File: config.mk
export PLATFORM = sky130hd
export DESIGN_NAME = iob_pfsm_timed
export DESIGN_NICKNAME = d
export VERILOG_FILES = /design/src/rtl/iob_pfsm_timed.sv
export SDC_FILE = /design/constraint.sdc
export NUM_CORES = 1
export LEC_CHECK = 0
export ABC_AREA = 1
export BUFFER_PORTS_ARGS = -buffer_cell sky130_fd_sc_hd__buf_2
export CORE_MARGIN = 2
export CORE_UTILIZATION = 59
export DETAILED_ROUTE_END_ITERATION = 7
export PLACE_DENSITY_LB_ADDON = 0.1
export SYNTH_ARGS = -nofsm -noshare
export SYNTH_HDL_FRONTEND = slang
export SYNTH_SLANG_ARGS = --single-unit
File: constraint.sdc
create_clock -name clk_i -period 2.95 [get_ports clk_i]
set_clock_uncertainty 0.1 [all_clocks]
set_input_delay 0.295 -clock clk_i [delete_from_list [all_inputs] [get_ports clk_i]]
set_output_delay 0.295 -clock clk_i [all_outputs]
set_load 0.1 [all_outputs]
File: src/rtl/iob_pfsm_timed.sv
// Programmable FSM: {state,input} -> {next_state,output} LUT, per-state dwell
// counts, run/stop/single-step control, optional auto-halt on the last state.
module iob_pfsm_timed #(
  parameter int STATE_W   = 2,
  parameter int INPUT_W   = 1,
  parameter int OUTPUT_W  = 1,
  parameter int CNT_W     = 16,
  parameter bit AUTO_HALT = 1'b1
) (
  input  logic                    clk_i,
  input  logic                    rst_i,
  input  logic                    cke_i,
  input  logic                    lut_we_i,
  input  logic [STATE_W+INPUT_W-1:0]  lut_addr_i,
  input  logic [STATE_W+OUTPUT_W-1:0] lut_wdata_i,
  input  logic                    dwell_we_i,
  input  logic [STATE_W-1:0]      dwell_addr_i,
  input  logic [CNT_W-1:0]        dwell_wdata_i,
  input  logic                    start_i,
  input  logic                    stop_i,
  input  logic                    step_i,
  input  logic [INPUT_W-1:0]      input_i,
  output logic [OUTPUT_W-1:0]     output_o,
  output logic [STATE_W-1:0]      state_o,
  output logic [CNT_W-1:0]        cnt_o,
  output logic [CNT_W-1:0]        trans_o,
  output logic                    running_o,
  output logic                    halt_o
);

  localparam int LUT_D   = 2**(STATE_W+INPUT_W);
  localparam int DWELL_D = 2**STATE_W;
  localparam logic [CNT_W-1:0]   CNT_ONE    = CNT_W'(1);
  localparam logic [STATE_W-1:0] LAST_STATE = '1;

  typedef struct packed {
    logic [STATE_W-1:0]  nxt;
    logic [OUTPUT_W-1:0] out;
  } lut_word_t;

  typedef enum logic {IDLE = 1'b0, RUN = 1'b1} ctrl_t;

  lut_word_t            lut   [LUT_D];
  logic [CNT_W-1:0]     dwell [DWELL_D];

  ctrl_t                ctrl_q, ctrl_d;
  logic [STATE_W-1:0]   state_q;
  logic [OUTPUT_W-1:0]  out_q;
  logic [CNT_W-1:0]     cnt_q;
  logic [CNT_W-1:0]     trans_q;
  logic                 halt_q;

  lut_word_t            w;
  logic [CNT_W-1:0]     dwell_rd;
  logic                 eval_run, eval_step, eval, halt_hit;

  // Table reads are combinational off the registered arrays, so a same-cycle
  // write is seen only from the next cycle on.
  always_comb begin
    w         = lut[{state_q, input_i}];
    dwell_rd  = dwell[w.nxt];
    eval_run  = (ctrl_q == RUN) && (cnt_q == '0);
    eval_step = (ctrl_q == IDLE) && step_i && !start_i;
    eval      = eval_run || eval_step;
    halt_hit  = AUTO_HALT && eval_run && (w.nxt == LAST_STATE);
  end

  // Control FSM: state register
  always_ff @(posedge clk_i) begin
    if (rst_i)      ctrl_q <= IDLE;
    else if (cke_i) ctrl_q <= ctrl_d;
  end

  // Control FSM: next state; stop wins over start
  always_comb begin
    ctrl_d = ctrl_q;
    case (ctrl_q)
      IDLE:    if (start_i && !stop_i)   ctrl_d = RUN;
      RUN:     if (stop_i || halt_hit)   ctrl_d = IDLE;
      default: ctrl_d = IDLE;
    endcase
  end

  // Control FSM: outputs
  always_comb begin
    running_o = (ctrl_q == RUN);
  end

  // Datapath and tables
  always_ff @(posedge clk_i) begin
    if (rst_i) begin
      state_q <= '0;
      out_q   <= '0;
      cnt_q   <= '0;
      trans_q <= '0;
      halt_q  <= 1'b0;
      for (int i = 0; i < LUT_D; i++)   lut[i]   <= '0;
      for (int i = 0; i < DWELL_D; i++) dwell[i] <= '0;
    end else if (cke_i) begin
      if (lut_we_i)   lut[lut_addr_i]     <= lut_word_t'(lut_wdata_i);
      if (dwell_we_i) dwell[dwell_addr_i] <= dwell_wdata_i;
      halt_q <= halt_hit;
      if (eval) begin
        state_q <= w.nxt;
        out_q   <= w.out;
        cnt_q   <= dwell_rd;
        if (trans_q != '1) trans_q <= trans_q + CNT_ONE;
      end else if (ctrl_q == RUN && cnt_q != '0) begin
        cnt_q <= cnt_q - CNT_ONE;
      end
    end
  end

  assign output_o = out_q;
  assign state_o  = state_q;
  assign cnt_o    = cnt_q;
  assign trans_o  = trans_q;
  assign halt_o   = halt_q;

endmodule

==> results.md <==
* CTS HTree Levels at 4
* Type of the worst min-delay path: in2reg
* Clk buf depth at 2
* Crit path DAT at 2.50 ns
* GR Util All Layers at 0.277
* Max-Cap Viols at 0
* DR vias at 5354
* Layout cell share with drive strength beyond 1 at 0.161
* Maximum vdd drop at 0.459 mV
* Most used DFF post-synth: edfxtp_1
* Final instance area at 7470 um2
* DR pass1 iterations at 7
* Clock Sinks at 125
* # IOs at 70
* Diodes inserted at 0
* Seq/Total Area, Yosys at 0.532
* DR vias/cell at 5.38
* Initial antenna violation count at 0
* Area grow syn2layout at 17.4%
* Routed Wire Length at 15.1 mm
* Syn Area/Cell at 8.27 um2
* Unrepaired setup endpoints after global routing: no
* Placer congestion estimate at 0.902
* Number of routed nets with antenna violations at 0
* Critical path type: reg2reg
* Power Dens Cells at 684 nW/um2
* Final core utilization at 0.717
* Relative slew slack at 0.630
* Worst Tran Pin Value at 0.554 ns
* CTS tree: yes
* Worst reg2reg path depth at 11
* Area leader, netlist: edfxtp_1
* Fin. max-slew vios at 0
* Placed cell area at 6790 um2
* Synth warnings at 0
* CP required at 3.28 ns
* Starting Density at 0.611
* FFs w/ async S/R, synth at 0
* Fin. Hold Viols at 0
* Clk_lat worst skew at 0.53 ns
* Global-route wire length before repair at 24.5 mm
* Row Count at 37
* Grt total ovfl at 0
* Final Critical Period at 2.18 ns
* DP HPWL at 10.2 mm
* Top cell type's share of synthesized area at 0.415
* Largest net degree at the start of global routing at 37
* Wirelength per Cell at 15.1 um
* Post-synth EDFFs at 88
* Pleak at 3.32 nW
* Die area at 11600 um2
* Die height at 108 um
* DRC violation total after the first TritonRoute iteration at 456
* Port bufs at 69
* Synth top area cells: edfxtp_1 42%, dfxtp_1 12%, nand2_1 10%
* Mapped Nets at 805
* Post-synthesis register bit count at 125
* Setup WS post-layout at 0.774 ns
* Count of cells resized by post-cts repair at 0
* Max Fanout on Critical Path at 13
* TritonCTS buffer count at 17
* Post-Synthesis Cells at 769
* F_max at 460 MHz
* Total Power at 5.11 mW
* Root Driver: clkbuf_8
* Status: complete, no violations
* Worst setup EP type: flip-flop
* Die Span X at 108 um
* Mapped cell area at 6360 um2
* Fillers at 804
* Multi-input logic area at 2430 um2
* Core area at 10400 um2
* Fin crit share at 0.738
* Final setup viols at 0
* Synth cell types at 35
* Most common cell after layout, fill and taps aside: nand2_1
* Nets at 882
* Setup TNS at 0 ns
* Pre-CTS setup slack at 0.781 ns
* Reg area at 3380 um2
* Most frequent cells in the layout: 173 x nand2_1, 135 x nor2_1, 94 x inv_1
* Drt drc at 0
* Critical Path Start Type: flip-flop
* Vias in the first global route at 5046
* Worst-path clk slew at 0.06 ns
* WHS Path Cells at 3
## logic make-up after synthesis
| family | count (synthesis) | synth area share |
|---|---|---|
| compound gates | 75 | 0.0623 |
| xor+xnor | 18 | 0.0248 |
| fa+ha+maj | 3 | 0.00590 |
| buf+inv | 126 | 0.0867 |
| flops | 125 | 0.532 |
| simple gates | 422 | 0.288 |
## state kept, by name, indices dropped and copies added, names as in the netlist
signal	count
cnt_o	16
dwell	64
halt_o	1
lut	24
output_o	1
running_o	1
state_o	2
trans_o	16
## metal layers
metal | GRT usage | up-vias | part of all wire
met4 | 0.103 | 0 | 0.021
met3 | 0.0672 | 32 | 0.064
met2 | 0.437 | 208 | 0.48
met1 | 0.372 | 2477 | 0.44
li1 | - | 2637 | -
met5 | 0 | - | 0
## critical path, cell delays in order (launching register included)
cell     delay [ns]
dfxtp_1        0.34
inv_1          0.12
ha_1           0.16
nand3_1        0.08
nor2_1         0.14
a21oi_1        0.13
nor2_4         0.20
nand2_1        0.33
nor2_2         0.26
nand3_1        0.09
nand2_1        0.07
nor2_1         0.04
## layout make-up
type	instances	share of cell area
Sequential cell	125	0.453
Multi-Input combinational cell	518	0.325
Timing Repair Buffer	86	0.0650
Clock buffer	17	0.0554
Inverter	98	0.0499
Clock inverter	15	0.0293
Tap cell	136	0.0228
## synthesized netlist by cell type, types with 11 or more instances
cell / number
edfxtp_1: 88
xor2_1: 13
dfxtp_1: 37
o21ai_0: 23
nand3_1: 78
nand2_1: 173
a21oi_1: 41
buf_2: 11
nor2_1: 135
inv_1: 94
## through the flow
stage | std cells | hold slack, ns
2_1_floorplan | 769 | 0.433
3_3_place_gp | 958 | 0.352
3_5_place_dp | 958 | 0.362
4_1_cts | 995 | 0.00225
5_1_grt | 995 | 0.0253
6_report | 995 | 0.0201
## path summary, 6_finish.rpt
check	to	slack (ns)	from
worst max-delay path	trans_o[12]	0.77	cnt_o[0]
worst min-delay path	dwell[2][6]	0.02	dwell_wdata_i[6]
worst max register to register	trans_o[12]	0.77	cnt_o[0]
worst min register to register	trans_o[2]	0.39	trans_o[2]
## power breakdown
group / internal, mW / switching (mW) / total [mW]
clock: 1.45 / 0.782 / 2.24
combinational: 0.223 / 0.608 / 0.831
sequential: 1.98 / 0.0623 / 2.04
total: 3.66 / 1.45 / 5.11
## timing repair
| item | in CTS | in global routing |
|---|---|---|
| hold buffers | 5 | 0 |
| setup buffers | 0 | 0 |
| endpoints found under the hold margin | 7 | 0 |
Note: power is estimated with default switching activity, not from simulation.
